==> src/rtl/instr_loader_pkg.sv <==
// Shared definitions for the boot-time instruction loader.
// Latency: n/a (types and constants only).
// Backpressure: n/a.
//
// Holds the loader state encoding and the fixed word geometry used by the
// loader FSM and its byte packer.
package instr_loader_pkg;

   // Loader FSM states, 3-bit encoding.
   typedef enum logic [2:0] {
      ST_IDLE    = 3'd0,
      ST_HDR_HI  = 3'd1,
      ST_HDR_LO  = 3'd2,
      ST_PAYLOAD = 3'd3,
      ST_WRITE   = 3'd4,
      ST_CHECK   = 3'd5,
      ST_DONE    = 3'd6,
      ST_ERROR   = 3'd7
   } loader_state_t;

   // Instruction words are always assembled from four stream bytes.
   localparam int BYTES_PER_WORD = 4;

endpackage

==> src/rtl/instr_loader_word_packer.sv <==
// Byte-to-word shift packer: assembles stream bytes MSB-first into one instruction word.
// Latency: word updates the cycle after each shift_en; word_full flags the shift that completes it.
// Backpressure: none; the caller only pulses shift_en on accepted bytes.
//
// Ports:
//   clk, reset    clock and synchronous active-high reset
//   clear         synchronous clear of word and byte counter
//   shift_en      shift byte_in into the low byte of word
//   byte_in       stream byte
//   word          packed word (first byte ends up in the top byte)
//   word_full     combinational: this shift delivers the last byte of a word
module instr_loader_word_packer
   import instr_loader_pkg::*;
#(
   parameter int WORD_W = 32
) (
   input  logic              clk,
   input  logic              reset,
   input  logic              clear,
   input  logic              shift_en,
   input  logic [7:0]        byte_in,
   output logic [WORD_W-1:0] word,
   output logic              word_full
);

   logic [1:0] byte_cnt;

   always_ff @(posedge clk) begin
      if (reset || clear) begin
         word     <= '0;
         byte_cnt <= 2'd0;
      end else if (shift_en) begin
         word     <= {word[WORD_W-9:0], byte_in};
         byte_cnt <= byte_cnt + 2'd1;   // wraps to 0 after the fourth byte
      end
   end

   assign word_full = shift_en && (byte_cnt == 2'(BYTES_PER_WORD - 1));

endmodule

==> src/rtl/instr_loader.sv <==
// Boot loader: packs a byte stream into instruction words, writes them from address 0, checks an XOR sum, releases the core.
// Latency: imem_we the cycle after a word's 4th byte; done/error/cpu_reset the cycle after the checksum byte.
// Backpressure: in_ready drops for the single write cycle per word and in DONE/ERROR; unaccepted bytes must be held.
//
// Ports:
//   clk, reset            clock and synchronous active-high reset
//   in_valid/in_data      stream byte from host; in_ready accepts it
//   imem_we/addr/wdata    one-cycle word write into instruction memory
//   cpu_reset             holds the core in reset until a verified load completes
//   busy                  load in progress (header through checksum)
//   done/error            sticky completion / failure (mutually exclusive)
//   words_loaded          number of words written so far
module instr_loader
   import instr_loader_pkg::*;
#(
   parameter int ADDR_W    = 16,
   parameter int WORD_W    = 32,
   parameter int MAX_WORDS = 256
) (
   input  logic              clk,
   input  logic              reset,
   input  logic              in_valid,
   input  logic [7:0]        in_data,
   output logic              in_ready,
   output logic              imem_we,
   output logic [ADDR_W-1:0] imem_addr,
   output logic [WORD_W-1:0] imem_wdata,
   output logic              cpu_reset,
   output logic              busy,
   output logic              done,
   output logic              error,
   output logic [15:0]       words_loaded
);

   loader_state_t state;
   logic [15:0]   cnt;          // header word count N
   logic [7:0]    chk;          // running XOR of payload bytes
   logic          xfer;
   logic [15:0]   cnt_rx;       // full count as it completes in HDR_LO
   logic [15:0]   words_next;
   logic          shift_en;
   logic          pk_clear;
   logic          word_full;
   logic [WORD_W-1:0] pk_word;

   assign xfer       = in_valid && in_ready;
   assign cnt_rx     = {cnt[15:8], in_data};
   assign words_next = words_loaded + 16'd1;
   assign shift_en   = xfer && (state == ST_PAYLOAD);
   assign pk_clear   = (state == ST_IDLE);

   // The packer register doubles as the write-data register: it holds the
   // complete word throughout the WRITE cycle and is zero out of reset.
   assign imem_wdata = pk_word;

   instr_loader_word_packer #(
      .WORD_W (WORD_W)
   ) u_packer (
      .clk       (clk),
      .reset     (reset),
      .clear     (pk_clear),
      .shift_en  (shift_en),
      .byte_in   (in_data),
      .word      (pk_word),
      .word_full (word_full)
   );

   // Outputs are registered: each transition also sets the output values
   // that belong to the state being entered.
   always_ff @(posedge clk) begin
      if (reset) begin
         state        <= ST_IDLE;
         cnt          <= 16'd0;
         chk          <= 8'd0;
         in_ready     <= 1'b0;
         imem_we      <= 1'b0;
         imem_addr    <= '0;
         cpu_reset    <= 1'b1;
         busy         <= 1'b0;
         done         <= 1'b0;
         error        <= 1'b0;
         words_loaded <= 16'd0;
      end else begin
         case (state)
            ST_IDLE: begin
               state    <= ST_HDR_HI;
               in_ready <= 1'b1;
               busy     <= 1'b1;
            end
            ST_HDR_HI: begin
               if (xfer) begin
                  cnt[15:8] <= in_data;
                  state     <= ST_HDR_LO;
               end
            end
            ST_HDR_LO: begin
               if (xfer) begin
                  cnt <= cnt_rx;
                  if (cnt_rx > 16'(MAX_WORDS)) begin
                     state    <= ST_ERROR;
                     error    <= 1'b1;
                     in_ready <= 1'b0;
                     busy     <= 1'b0;
                  end else if (cnt_rx == 16'd0) begin
                     state <= ST_CHECK;
                  end else begin
                     state <= ST_PAYLOAD;
                  end
               end
            end
            ST_PAYLOAD: begin
               if (xfer) begin
                  chk <= chk ^ in_data;
                  if (word_full) begin
                     state     <= ST_WRITE;
                     in_ready  <= 1'b0;
                     imem_we   <= 1'b1;
                     imem_addr <= words_loaded[ADDR_W-1:0];
                  end
               end
            end
            ST_WRITE: begin
               imem_we      <= 1'b0;
               in_ready     <= 1'b1;
               words_loaded <= words_next;
               state        <= (words_next == cnt) ? ST_CHECK : ST_PAYLOAD;
            end
            ST_CHECK: begin
               if (xfer) begin
                  in_ready <= 1'b0;
                  busy     <= 1'b0;
                  if (in_data == chk) begin
                     state     <= ST_DONE;
                     done      <= 1'b1;
                     cpu_reset <= 1'b0;
                  end else begin
                     state <= ST_ERROR;
                     error <= 1'b1;
                  end
               end
            end
            // Terminal: only reset leaves DONE or ERROR.
            ST_DONE:  state <= ST_DONE;
            ST_ERROR: state <= ST_ERROR;
            default:  state <= ST_IDLE;
         endcase
      end
   end

endmodule

==> config.mk <==
export PLATFORM = sky130hd
export DESIGN_NAME = instr_loader
export DESIGN_NICKNAME = d
export VERILOG_FILES = /design/src/rtl/instr_loader_pkg.sv /design/src/rtl/instr_loader_word_packer.sv /design/src/rtl/instr_loader.sv
export SDC_FILE = /design/constraint.sdc
export NUM_CORES = 1
export LEC_CHECK = 0
export ABC_AREA = 1
export CORE_ASPECT_RATIO = 0.9
export CORE_UTILIZATION = 55
export DETAILED_ROUTE_END_ITERATION = 8
export PLACE_DENSITY = 0.83
export SLEW_MARGIN = 10
export SYNTH_ARGS = -nofsm -noshare
export SYNTH_HDL_FRONTEND = slang
export SYNTH_SLANG_ARGS = --single-unit
==> constraint.sdc <==
create_clock -name clk -period 4 [get_ports clk]
set_clock_uncertainty 0.2 [all_clocks]
set_input_delay 0.8 -clock clk [delete_from_list [all_inputs] [get_ports clk]]
set_output_delay 0.8 -clock clk [all_outputs]
set_load 0.005 [all_outputs]
==> results of run 1 <==
path summary, 6_finish.rpt:
kind,to,start,slack (ns)
hold reg to reg,cpu_reset,cpu_reset,0.25
setup / recovery,in_ready,in_valid,1.06
hold / removal,cpu_reset,cpu_reset,0.25
setup reg to reg,in_ready,state[2],1.31
layout make-up:
cell class | count | area [sq um]
repair buffers | 85 | 838
clock buffers | 10 | 138
well taps | 96 | 120
multi-input cells | 443 | 2110
flip-flops and latches | 99 | 1980
fillers | 640 | 2140
clock inverters | 6 | 119
inverters | 45 | 169
tightest hold or removal path: stages (launching register included):
cell and delay (ns):
dfxtp_1 0.32, nand2_1 0.06, nand2_1 0.04
flip-flops by register name (all words and copies together) (netlist names):
name               flops
u_packer.word         32
cnt                   16
imem_addr             16
words_loaded          16
chk                    8
state                  3
u_packer.byte_cnt      2
busy                   1
cpu_reset              1
done                   1
error                  1
imem_we                1
in_ready               1
power groups by stage:
stage	combinational, W	clock [W]	sequential [W]
2_1_floorplan	0.000287	0	0.00108
3_3_place_gp	0.000382	0	0.00109
3_5_place_dp	0.000396	0	0.00110
4_1_cts	0.000402	0.000811	0.00107
5_1_grt	0.000448	0.000856	0.00108
6_report	0.000409	0.000801	0.00107
metal layers:
layer / track usage / vias to the layer above / share of wire
li1: - / 2151 / -
met1: 0.403 / 2023 / 0.45
met2: 0.464 / 160 / 0.47
met3: 0.0605 / 21 / 0.062
met4: 0.0828 / 0 / 0.015
met5: 0 / - / 0
metrics by stage:
step,hold slack [ns],setup slack (ns),cell area (sq um)
final,0.253,1.06,5480
after global routing,0.290,0.934,5480
after CTS,0.256,1.11,5480
after detailed placement,0.235,0.754,5220
after global placement,0.235,0.857,5220
after floorplan,0.243,1.82,4370
synth_stat cells, drive strengths merged, types with 2 or more instances:
cell,instances,share of area
nand2,180,0.16
dfxtp,99,0.45
a21oi,76,0.088
nor2,57,0.057
nand3,48,0.055
inv,42,0.036
o21ai,30,0.034
clkbuf,19,0.016
o22ai,15,0.021
nand4,12,0.017
xnor2,9,0.018
buf,8,0.010
nand3b,4,0.0069
clkinv,3,0.0026
ha,2,0.0057
nor3,2,0.0023
xor2,2,0.0040
cell families (layout without fill, tap and decap cells):
kind of cell,Yosys count,count (layout)
adder cells (fa/ha/maj),2,2
multiplexers,1,1
XOR/XNOR,12,12
flip-flops,99,99
buffers and inverters,72,146
AND/OR/NAND/NOR,305,305
AO/OA/AOI/OAI,123,123
==> reports/summary.txt, run 1 <==
status = complete, no violations
Tot Pwr = 0.00228 W
core footprint = 7620 sq um
PortBufs = 80
Net Sw Frac = 0.294
Post-synth top flop = dfxtp_1
RSZ-0062 raised after global routing = false
Pleak = 1.89 nW
Slew @ Worst Pin = 0.979 ns
Synth Cell Area = 4370 sq um
combinational share of power = 0.179
Core Util, Final = 0.719
TNS Setup = 0 ns
NetSw = 0.000671 W
Die Area = 8310 sq um
Synth Area in Adders = 0.00572
Max Freq = 340 MHz
slowest cell on the critical path = nand2_1
most frequent cells in the layout = nand2_1, dfxtp_1, clkdlybuf4s50_1
Mapped Avg Cell Area = 7.12 sq um
CTS buffer count = 9
Synth async-reset ratio = 0
Internal Power = 0.00161 W
final setup fails = 0
clock share of power = 0.351
CP top delay family = simple AND/OR/NAND/NOR gates
Final Wtd Congestion = 0.846
I/O pin total = 81
crit path capture type = flip-flop
nature of the critical path startpoint = primary input
Buf+Inv Stages, Crit Path = 1
Final Hold Vio Count = 0
syn_nets = 627
drt total wl = 11700 microns
total setup buffers inserted after CTS = 0
Worst VDD drop = 238 uV
Final ANT Viol Nets = 0
Synth Area in Simple Gates = 0.299
wire per inst = 14.9 microns
largest net degree at the start of global routing = 52
drt drc = 0
total global routing overflow = 0
Antenna Cells = 0
Cells after Synth = 614
Final Max Tran Viols = 0
CP Max Fanout = 19
Post-DP HPWL = 8170 microns
DR pass1 iterations = 6
Yosys reg bits = 99
clk slew on worst S/H paths = 0.10 ns
fin crit period = 2.94 ns
worst skew pair latency = 0.37 ns
effective utilization at floorplan = 0.574
Total GRT Usage = 0.293
number of synthesized flops with an enable pin = 0
cts hold-fix bufs = 0
worst r2r path cells = 10
vias in the first global route = 3956
die width = 96.0 microns
period utilization = 0.735
Seq/Total Area, Yosys = 0.453
CP Data Arrival Time = 3.00 ns
H-tree Lvls = 3
Root Buffer = clkbuf_8
fraction of synthesized area in multiplexers = 0.00229
compound-gate portion of the synthesized area = 0.148
Yosys cell types = 30
Area Overhead vs Synth = 25.3%
Worst path depth = 8
Pwr Density = 417 nW/um^2
routed via count = 4355
CP Class = in2reg
die height = 86.6 microns
CP required = 4.06 ns
sequential cell fraction of total power = 0.470
max-cap violation count = 0
Critical Path Max Stage Delay = 0.49 ns
layout net count = 696
Rel. slew slack = 0.347
row cnt = 30
vias per inst = 5.55
layout cell share with drive strength beyond 1 = 0.0509
# resized after CTS = 0
crit path cell chain = clkdlybuf4s50_1, nand2_1, nor2_4, nand2_1, nand2_1, nand3_1, o21ai_0, a21oi_1
CTS tree = yes
initial antenna violation count = 0
Hold Path Class = reg2reg
critical path's most frequent cell = nand2_1
largest family of logic cells by synthesized area = simple AND/OR/NAND/NOR gates
XOR/XNOR share of the synthesized area = 0.0272
YS warnings = 0
final std cells w/o fill = 784
hold depth = 2
Num Clock Sinks = 99
Cells after DPL = 768
worst-case clock buffer depth = 2
commonest non-fill, non-tap cell in the layout = nand2_1
number of DRC markers in iteration 0 = 327
first-pass GRT wire length = 18900 microns
Power figures use the tool's default switching activity.
==> run 2, diff against run 1 <==
CORE_UTILIZATION = 52   (was 55)
PLACE_DENSITY = 0.8   (was 0.83)
clock period = 2.89 ns   (was 4 ns; I/O delays follow)
==> run 2 against run 1 <==
Effect of this change:
- sequential power increased by 38%
- sequential cell count unchanged
- hold slack worse by 0.00085 ns
- clock power grew 13%
- die area increased by 5.6%
- critical path depth is 8 higher
- count of clock-buffer cells in the layout rose by 1
- highest routed layer unchanged
- combinational power up 39%
- first-iteration DRC count fell by 17%
- critical endpoint is now state[1]
==> reports/summary.txt, run 2 (synthesized netlist as in run 1, its figures left out) <==
Cells after DPL = 776
Final Wtd Congestion = 0.854
TNS Setup = 0 ns
initial antenna violation count = 0
Tot Pwr = 0.00296 W
Die Area = 8780 sq um
DR pass1 iterations = 5
DP Area = 5260 sq um
CP Class = reg2reg
worst-case clock buffer depth = 2
final std cells w/o fill = 792
layout net count = 701
max-cap violation count = 0
cts hold-fix bufs = 0
Root Buffer = clkbuf_8
effective utilization at floorplan = 0.539
fin crit period = 2.53 ns
Total GRT Usage = 0.267
CP Max Fanout = 7
NetSw = 0.000902 W
Num Clock Sinks = 99
core footprint = 8110 sq um
Max Freq = 395 MHz
Core Util, Final = 0.674
Antenna Cells = 0
crit path capture type = flip-flop
RSZ-0062 raised after global routing = false
Final Max Tran Viols = 0
Internal Power = 0.00205 W
worst skew pair latency = 0.37 ns
drt drc = 0
I/O pin total = 81
Worst VDD drop = 324 uV
H-tree Lvls = 3
design area = 5460 sq um
PortBufs = 80
nature of the critical path startpoint = flip-flop
layout cell share with drive strength beyond 1 = 0.0563
first-pass GRT wire length = 18500 microns
clock share of power = 0.307
CP required = 2.94 ns
clk slew on worst S/H paths = 0.09 ns
Slew @ Worst Pin = 0.953 ns
most frequent cells in the layout = nand2_1, dfxtp_1, clkdlybuf4s50_1
Final ANT Viol Nets = 0
vias per inst = 5.55
number of DRC markers in iteration 0 = 273
Area Overhead vs Synth = 24.9%
die height = 89.0 microns
period utilization = 0.875
total setup buffers inserted after CTS = 0
total global routing overflow = 0
Final Hold Vio Count = 0
row cnt = 31
Pleak = 1.89 nW
wire per inst = 14.4 microns
combinational share of power = 0.192
largest net degree at the start of global routing = 52
Largest Register = u_packer.word
drt total wl = 11400 microns
Rel. slew slack = 0.364
CTS buffer count = 9
Hold Path Class = reg2reg
CP Data Arrival Time = 2.57 ns
Pwr Density = 541 nW/um^2
vias in the first global route = 3981
final setup fails = 0
sequential cell fraction of total power = 0.501
die width = 98.7 microns
max reg flops = 32
# resized after CTS = 0
routed via count = 4394
Post-DP HPWL = 8130 microns
Net Sw Frac = 0.305
CTS tree = yes
commonest non-fill, non-tap cell in the layout = nand2_1
status = complete, no violations
[run 2: changes by cell type in the layout (fill, tap and decap cells not counted), sizes merged]
cell	previous run	this run
clkinv	4	5
buf	5	10
clkinvlp	0	1
bufinv	3	1
inv	44	43
clkbuf	10	11
[run 2: power by group through the flow]
stage               registers (W)  logic, W  clock network (W)
floorplan                 0.00150  0.000398                  0
global placement          0.00151  0.000552                  0
detailed placement        0.00151  0.000557                  0
CTS                       0.00148  0.000562           0.000926
global route              0.00149  0.000636           0.000981
finish                    0.00148  0.000568           0.000908
[run 2: worst paths after layout]
| kind | slack (ns) | to | from | cells past startpoint |
|---|---|---|---|---|
| setup / recovery | 0.36 | state[1] | words_loaded[1] | 16 |
| hold / removal | 0.25 | done | done | 2 |
| setup reg to reg | 0.36 | state[1] | words_loaded[1] | 16 |
| hold reg to reg | 0.25 | done | done | 2 |
[run 2: cell type report]
cell class	instances	area (sq um)
sequential	99	1980
tap	99	124
clock buffer	11	141
timing repair buffer	90	876
inverter	45	169
clock inverter	5	60.1
fill	664	2640
multi-input combinational	443	2110
[run 2: through the flow]
stage	hold slack, ns	setup WS [ns]
after floorplan	0.243	0.839
after global placement	0.231	0.363
after detailed placement	0.236	0.297
after CTS	0.255	0.414
after global routing	0.289	0.122
final	0.253	0.361
[run 2: routing by layer]
metal,routed length [microns],GRT usage
met2,5410,0.443
met3,706,0.0477
met5,0,0
met1,5180,0.362
met4,118,0.0760
[run 2: worst max-delay path, cell delays in order, from the launching register on]
cell      delay [ns]
dfxtp_1         0.48
ha_1            0.28
nand2_1         0.14
nor2_4          0.23
nand2_1         0.10
nand3_1         0.08
nand2_1         0.06
clkinv_1        0.04
nand2_1         0.04
nor2_1          0.10
nand3_1         0.14
nor2_1          0.17
nand3_1         0.09
nand2_1         0.07
nand2_1         0.05
nand2_1         0.08
a21oi_1         0.06
